--- src/rtl/frac_tick_pkg.sv ---
// Shared constants for the fractional tick generator: fixed-point unit,
// smallest legal divisor and the power-on divisor (27 MHz -> 48 kHz).
package frac_tick_pkg;

    localparam int DEF_RESET_DIV = 9000;

    function automatic int one_f(input int frac_w);
        return 1 << frac_w;
    endfunction

    function automatic int min_div_f(input int frac_w);
        return 2 << frac_w;
    endfunction

endpackage

--- src/rtl/tick_subdivider.sv ---
// Counts incoming ticks modulo SUB_N and flags the tick that wraps the count.
// sub_tick is registered so it lines up with the registered tick of the parent.
module tick_subdivider
    import frac_tick_pkg::*;
#(
    parameter int SUB_N = 64
) (
    input  logic clock,
    input  logic reset,
    input  logic tick_in,
    output logic sub_tick
);

    localparam int CW = $clog2(SUB_N);
    localparam logic [CW-1:0] LAST = CW'(SUB_N - 1);

    logic [CW-1:0] cnt_q, cnt_d;
    logic          sub_q, sub_d;

    always_comb begin
        cnt_d = cnt_q;
        sub_d = 1'b0;
        if (tick_in) begin
            if (cnt_q == LAST) begin
                cnt_d = '0;
                sub_d = 1'b1;
            end else begin
                cnt_d = cnt_q + 1'b1;
            end
        end
    end

    always_ff @(posedge clock) begin
        if (reset) begin
            cnt_q <= '0;
            sub_q <= 1'b0;
        end else begin
            cnt_q <= cnt_d;
            sub_q <= sub_d;
        end
    end

    assign sub_tick = sub_q;

endmodule

--- src/rtl/frac_tick_gen.sv ---
// Fractional-N tick generator: a phase accumulator advances by ONE per enabled
// cycle and wraps at the Q(INT_W).(FRAC_W) divisor, giving an average tick period of D.
module frac_tick_gen
    import frac_tick_pkg::*;
#(
    parameter int INT_W     = 16,
    parameter int FRAC_W    = 4,
    parameter int RESET_DIV = DEF_RESET_DIV,
    parameter int SUB_N     = 64
) (
    input  logic                    clock,
    input  logic                    reset,
    input  logic                    en,
    input  logic [INT_W+FRAC_W-1:0] div_in,
    input  logic                    div_load,
    output logic                    tick,
    output logic                    sub_tick,
    output logic                    div_busy,
    output logic                    div_err
);

    localparam int DW = INT_W + FRAC_W;
    localparam int PW = DW + 1;
    localparam logic [PW-1:0] ONE_P = PW'(one_f(FRAC_W));
    localparam logic [PW-1:0] MIN_P = PW'(min_div_f(FRAC_W));

    logic [PW-1:0] p_q, p_d, p_inc;
    logic [DW-1:0] d_q, d_d, pend_q, pend_d;
    logic          pend_v_q, pend_v_d;
    logic          tick_q, err_q, err_d;
    logic          wrap, load_ok;

    // One spare bit keeps p + ONE exact even when D sits near full scale.
    assign p_inc   = p_q + ONE_P;
    assign wrap    = en && (p_inc >= {1'b0, d_q});
    assign load_ok = ({1'b0, div_in} >= MIN_P);

    always_comb begin
        p_d      = p_q;
        d_d      = d_q;
        pend_d   = pend_q;
        pend_v_d = pend_v_q;
        err_d    = 1'b0;
        if (en) begin
            p_d = wrap ? (p_inc - {1'b0, d_q}) : p_inc;
            if (wrap && pend_v_q) begin
                d_d      = pend_q;
                pend_v_d = 1'b0;
            end
        end else if (pend_v_q) begin
            // While stopped there is no wrap to wait for: switch now and restart phase.
            d_d      = pend_q;
            p_d      = '0;
            pend_v_d = 1'b0;
        end
        // A load in the same cycle as a wrap waits for the following wrap.
        if (div_load) begin
            if (load_ok) begin
                pend_d   = div_in;
                pend_v_d = 1'b1;
            end else begin
                err_d = 1'b1;
            end
        end
    end

    always_ff @(posedge clock) begin
        if (reset) begin
            p_q      <= '0;
            d_q      <= DW'(RESET_DIV);
            pend_q   <= '0;
            pend_v_q <= 1'b0;
            tick_q   <= 1'b0;
            err_q    <= 1'b0;
        end else begin
            p_q      <= p_d;
            d_q      <= d_d;
            pend_q   <= pend_d;
            pend_v_q <= pend_v_d;
            tick_q   <= wrap;
            err_q    <= err_d;
        end
    end

    tick_subdivider #(.SUB_N(SUB_N)) u_sub (
        .clock    (clock),
        .reset    (reset),
        .tick_in  (wrap),
        .sub_tick (sub_tick)
    );

    assign tick     = tick_q;
    assign div_busy = pend_v_q;
    assign div_err  = err_q;

endmodule

--- config.mk ---
export PLATFORM = sky130hd
export DESIGN_NAME = frac_tick_gen
export DESIGN_NICKNAME = d
export VERILOG_FILES = /design/src/rtl/frac_tick_pkg.sv /design/src/rtl/tick_subdivider.sv /design/src/rtl/frac_tick_gen.sv
export SDC_FILE = /design/constraint.sdc
export NUM_CORES = 1
export LEC_CHECK = 0
export ABC_AREA = 1
export CAP_MARGIN = 5
export CORE_ASPECT_RATIO = 1.25
export CORE_MARGIN = 3
export CORE_UTILIZATION = 40
export CTS_BUF_LIST = sky130_fd_sc_hd__clkbuf_8
export CTS_CLUSTER_SIZE = 30
export DETAILED_ROUTE_END_ITERATION = 8
export PLACE_DENSITY = 0.63
export SLEW_MARGIN = 20
export SYNTH_ARGS = -nofsm -noshare
export SYNTH_HDL_FRONTEND = slang
export SYNTH_SLANG_ARGS = --single-unit
--- constraint.sdc ---
create_clock -name clock -period 8.8 [get_ports clock]
set_input_delay 1.76 -clock clock [delete_from_list [all_inputs] [get_ports clock]]
set_output_delay 1.76 -clock clock [all_outputs]
set_load 0.005 [all_outputs]
; ---- Yosys cells after proc, flatten, opt, wreduce, memory -nomap -nowiden
; Index checks and enable logic that the tools add are counted.
[classes]
n_addsub = 3
magnitude_cmp = 2
eq_ne = 2
mux = 13
bitwise_logic = 2
n_reduce_logical = 7
[ops]
columns = op, n
row1 = $mux W21, 3
row2 = $mux W20, 3
row3 = $add A21 B5 Y21 const B, 1
row4 = $ge A21 B20 Y1, 1
row5 = $sub A21 B20 Y21, 1
row6 = $ge A20 B6 Y1 const B, 1
row7 = $add A6 B1 Y6 const B, 1
row8 = $eq A6 B6 Y1 const B, 1
row9 = $mux W1, 6
row10 = $mux W6, 1
row11 = $reduce_and A2 Y1, 2
row12 = $reduce_or A2 Y1, 2
row13 = $logic_and A1 B1 Y1, 2
row14 = $ne A2 B1 Y1 const B, 1
row15 = $not A1 Y1, 2
row16 = $reduce_bool A2 Y1, 1
[word_totals]
register_bits = 71
input_bits = 24
out_inout_bits = 4
word_cells = 37

; ---- Depth between registers and ports, before layout
[depth]
word_depth = 8
depth_mapped = 23
depth_no_buf = 22

; ---- Hierarchy
; A second synthesis with hierarchy kept.
[unflattened]
hier_cells = 713
area_unflattened_um2 = 4570.6
[modules_own_cells]
columns = mod, n_inst, cells_per_inst, area_each_um2, seq_area_each_um2
row1 = frac_tick_gen, 1, 667, 4251.6, 1281.2
row2 = tick_subdivider, 1, 46, 319.1, 140.1

; ---- Least setup slack after synthesis
; Ideal clock, no wire load.
[synth_timing]
path_kind = register to register
from = reg p_q[4]
to = reg d_q[15]
setup_ps = 116
t_arrival_ps = 2746
t_required_ps = 8684
slack_ps = 5938
stages_incl_launch_ff = 21
n_path_buf = 1
period_less_slack_ps = 2862
cell_sequence = dfxtp_1 > ha_1 > nand2_1 > nor2_4 > nand2_2 > nor3_1 > nand4_1 > nand2_1 > inv_1 > ha_1 > a21oi_1 > nand2_1 > nand2_1 > a21oi_1 > nor2_1 > nand4_2 > nand2_4 > inv_2 > buf_6 > nor2_1 > nor2_1
[synth_via]
elab_chain_len = 6
[synth_lines]
columns = element, line
row1 = "start, declared", frac_tick_gen.sv:27  ; logic [PW-1:0] p_q, p_d, p_inc;
row2 = "start signal, assigned", frac_tick_gen.sv:76  ; p_q <= p_d;
row3 = $add A21 B5 Y21, frac_tick_gen.sv:34  ; assign p_inc = p_q + ONE_P;
row4 = $ge A21 B20 Y1, frac_tick_gen.sv:35  ; assign wrap = en && (p_inc >= {1'b0, d_q});
row5 = $logic_and A1 B1 Y1, frac_tick_gen.sv:35
row6 = $logic_and A1 B1 Y1, frac_tick_gen.sv:46  ; if (wrap && pend_v_q) begin
row7 = $ne A2 B1 Y1 (no line), n/a
row8 = $reduce_and A2 Y1 (no line), n/a
row9 = "end signal, assigned", frac_tick_gen.sv:70  ; d_q <= DW'(RESET_DIV);
row10 = "end, declared", frac_tick_gen.sv:28  ; logic [DW-1:0] d_q, d_d, pend_q, pend_d;
; No other way between the ends.
; A chain may end at the register's enable or synchronous reset.

; ---- Worst setup path in the final report
[layout_timing]
from = reg p_q[4]
to = reg p_q[2]
[layout_via]
elab_chain_len = 5
[layout_lines]
columns = element, line
row1 = $add A21 B5 Y21, frac_tick_gen.sv:34
row2 = $ge A21 B20 Y1, frac_tick_gen.sv:35
row3 = $logic_and A1 B1 Y1, frac_tick_gen.sv:35
row4 = $mux W21, frac_tick_gen.sv:45  ; p_d = wrap ? (p_inc - {1'b0, d_q}) : p_inc;
row5 = $mux W21, frac_tick_gen.sv:44  ; if (en) begin
; No other way between the ends.

==> results.sh <==
export IMPL_max_stage_delay_ps=440
export IMPL_setup_viol=0
export IMPL_hold_depth=2
export IMPL_vdd_ir_drop_max_v=0.000135
export IMPL_tightest_slew_ps=1020
export IMPL_numCtsBuffers=9
export IMPL_min_delay_start="pend_q[3]$_SDFFE_PP0P_"
export IMPL_routed_via_density=5.02
export IMPL_tns_ps=0
export IMPL_synth_top_area_share_pct=30.7
export IMPL_syn_nets=790
export IMPL_clk_pin_slew_worst_paths_ps=80
export IMPL_swShare_pct=50.0
export IMPL_dieWidth_um=102
export IMPL_cts_max_path_buffers=2
export IMPL_syn_area_um2=4630
export IMPL_seq_power_share_pct=25.3
export IMPL_ff2ff_setup_slack_ps=4920
export IMPL_grt_antenna_before_repair=0
export IMPL_syn2layout_area_growth_pct=12.2
export IMPL_detail_route_wl_per_cell_um=14.1
export IMPL_cp_max_fo=19
export IMPL_cts_sinks=71
export IMPL_worstPathRequired_ps=9080
export IMPL_placedCellCount=887
export IMPL_skew_ps=13.9
export IMPL_gr_total_overflow=0
export IMPL_synth_main_ff_cell="dfxtp_1"
export IMPL_cts_root_buf="clkbuf_8"
export IMPL_power_density_nw_per_um2=348
export IMPL_switchingPower_mw=0.903
export IMPL_clock_power_share_pct=16.6
export IMPL_fin_util_pct=46.4
export IMPL_finalNetCount=810
export IMPL_clk_insertion_delay_late_ps=360
export IMPL_intPower_mw=0.904
export IMPL_rsz0062_at_grt="false"
export IMPL_ys_async_sr_fraction_pct=0
export IMPL_dr_pass1_iters=6
export IMPL_grt_pass1_wl_um=20900
export IMPL_syn_area_per_cell_um2=6.23
export IMPL_setup_ws_ps=4920
export IMPL_synth_top_family_by_area="simple AND/OR/NAND/NOR gates"
export IMPL_ys_seq_elements=71
export IMPL_htree_levels=3
export IMPL_ctsResizeCount=0
export IMPL_hpwl_um=10100
export IMPL_antennaDiodeCount=0
export IMPL_synthTopCellsByArea="dfxtp_1, nand2_1, nor2_1"
export IMPL_synth_distinct_cells=32
export IMPL_finalCritPeriodShare_pct=44.0
export IMPL_r2r_cells=20
export IMPL_rr_endpoint="p_q[2]$_SDFFE_PP0P_"
export IMPL_min_to="d_q[3]$_SDFFE_PP1P_"
export IMPL_row_count=43
export IMPL_post_cts_setup_buffer_count=0
export IMPL_path_common_cell="nand2_1"
export IMPL_synth_seq_area_share_pct=30.7
export IMPL_path_cells="ha_1, nand2_1, nor2_4, nand2_2, nor3_1, xnor2_1, inv_1, ha_1, nand2_1, nor2_1, nand2_1, nor2_1, nand2_1, nand2_1, nor2_1, nand3_2, nand2_4, nor2_4, inv_2, o22ai_1"
export IMPL_synthMuxAreaShare_pct=0
export IMPL_hold_viol_final=0
export IMPL_layoutNonFillerInstCount=903
export IMPL_synth_compound_area_share_pct=10.3
export IMPL_drc=0
export IMPL_grt_pass1_vias=4299
export IMPL_die_y_um=126
export IMPL_grt_total_usage_pct=20.7
export IMPL_grt_max_degree=53
export IMPL_synth_edf_count=0
export IMPL_combPwrFrac_pct=58.1
export IMPL_gp_congestion=0.902
export IMPL_min_period_ps=3880
export IMPL_tritoncts="done"
export IMPL_worstReg2RegStart="p_q[4]$_SDFFE_PP0P_"
export IMPL_synthCells=743
export IMPL_yosysTopAreaCell="dfxtp_1"
export IMPL_routed_wl_um=12700
export IMPL_critPathSlowestCell="dfxtp_1"
export IMPL_end_kind="flip-flop"
export IMPL_synth_xor_area_share_pct=4.32
export IMPL_postRouteAntennaNets=0
export IMPL_pre_cts_slack_ps=4880
export IMPL_start_util_pct=41.4
export IMPL_leakagePower_nw=2.53
export IMPL_fp_dieArea_um2=12900
export IMPL_worst_setup_path_start_kind="flip-flop"
export IMPL_max_freq_mhz=258
export IMPL_hp_class="flip-flop to flip-flop"
export IMPL_slew_violations=0
export IMPL_core_region_area_um2=11200
export IMPL_yosys_warnings=0
export IMPL_worstSetupPathType="flip-flop to flip-flop"
export IMPL_portBuffers=27
export IMPL_drv_cap=0
export IMPL_num_vias=4530
export IMPL_synth_simple_area_share_pct=37.4
export IMPL_drt_iter0_drc=210
export IMPL_synth_adder_area_share_pct=6.38
export IMPL_drive_above_1_share_pct=5.08
export IMPL_relSlewSlack_pct=31.9
export IMPL_status="finished clean"
export IMPL_holdBufCountCts=0
export IMPL_ios=28
export IMPL_critPathArrivalTime_ps=4150
-- state kept, by name, summed over array words and instances, names as in the netlist --
register        flops
div_err             1
pend_q             20
p_q                21
u_sub.sub_tick      1
tick                1
div_busy            1
u_sub.cnt_q         6
d_q                20
-- cells by family after synthesis --
| kind of cell | count (synthesis) |
|---|---|
| compound gates | 92 |
| flops | 71 |
| buf+inv | 123 |
| simple gates | 412 |
| fa+ha+maj | 23 |
| xor+xnor | 22 |
-- how the worst max path moves through the flow --
stage                             start                      to  slack, ps  cells after the start
CTS                 p_q[4]$_SDFFE_PP0P_     p_q[5]$_SDFFE_PP0P_       4920                     20
finish              p_q[4]$_SDFFE_PP0P_     p_q[2]$_SDFFE_PP0P_       4920                     20
global placement             div_in[19]  pend_q[7]$_SDFFE_PP0P_       4940                      7
global route        p_q[4]$_SDFFE_PP0P_     p_q[2]$_SDFFE_PP0P_       4620                     20
detailed placement           div_in[19]  pend_q[7]$_SDFFE_PP0P_       4880                      7
floorplan           p_q[4]$_SDFFE_PP0P_    d_q[15]$_SDFFE_PP0P_       5940                     20
-- metal layers --
layer  track usage, %  vias up  share of wire, %  wire [um]
li1                 -     2378                 -          -
met1             24.6     2026                43       5410
met2             36.4       99                51       6510
met3             3.55       27               3.1        397
met4             8.11        0               3.1        392
met5                0        -                 0          0
-- cells in the mapped netlist, drive strengths merged, types with 7 or more instances --
cell type / n
o21ai: 47
nand2: 226
ha: 22
nand3: 42
nor2: 115
buf: 7
nand4: 10
dfxtp: 71
nor3: 9
xnor2: 8
a21oi: 37
inv: 103
xor2: 14
clkbuf: 13
-- placed cells by master, fill, tap and decap left out, types with 3 or more instances in the layout --
master           Yosys  final
nand2_1            223    223
nor2_1             109    109
inv_1               99     99
dfxtp_1             71     71
o21ai_0             43     43
nand3_1             40     40
a21oi_1             37     37
clkdlybuf4s50_1      0     27
ha_1                22     22
xor2_1              14     14
nor3_1               9      9
nand4_1              9      9
clkbuf_8             0      9
xnor2_1              7      7
inv_2                4      4
nor2_4               4      4
nor4_1               4      4
o22ai_1              4      4
o21ai_1              4      4
o21bai_1             3      3
or2_2                3      3
nand3b_1             3      3
-- worst max-delay path, delay by kind of cell, from the launching register on --
kind | cells | cell delay [ps]
compound gates | 1 | 140
flops | 1 | 440
buf+inv | 2 | 220
xor+xnor | 1 | 200
simple gates | 14 | 2170
fa+ha+maj | 2 | 600
-- through the flow --
stage / instance area, um^2 / total power [mW] / hold WS (ps)
6_report: 5190 / 1.81 / 475
5_1_grt: 5190 / 1.98 / 494
2_1_floorplan: 4630 / 1.25 / 430
3_3_place_gp: 4970 / 1.50 / 441
4_1_cts: 5190 / 1.81 / 478
3_5_place_dp: 4970 / 1.51 / 456
-- layout make-up --
class	instances	area, um^2
Fill cell	1223	6000
Multi-Input combinational cell	549	2710
Sequential cell	71	1420
Inverter	103	387
Timing Repair Buffer	29	285
Tap cell	135	169
Clock buffer	9	124
Clock inverter	7	104
-- power by group through the flow --
stage / combinational, mW / sequential [mW] / clock [mW]
6_report: 1.05 / 0.457 / 0.300
5_1_grt: 1.19 / 0.467 / 0.323
4_1_cts: 1.05 / 0.457 / 0.307
3_5_place_dp: 1.04 / 0.465 / 0
3_3_place_gp: 1.04 / 0.462 / 0
2_1_floorplan: 0.802 / 0.446 / 0
Note: power is estimated with default switching activity, not from simulation.
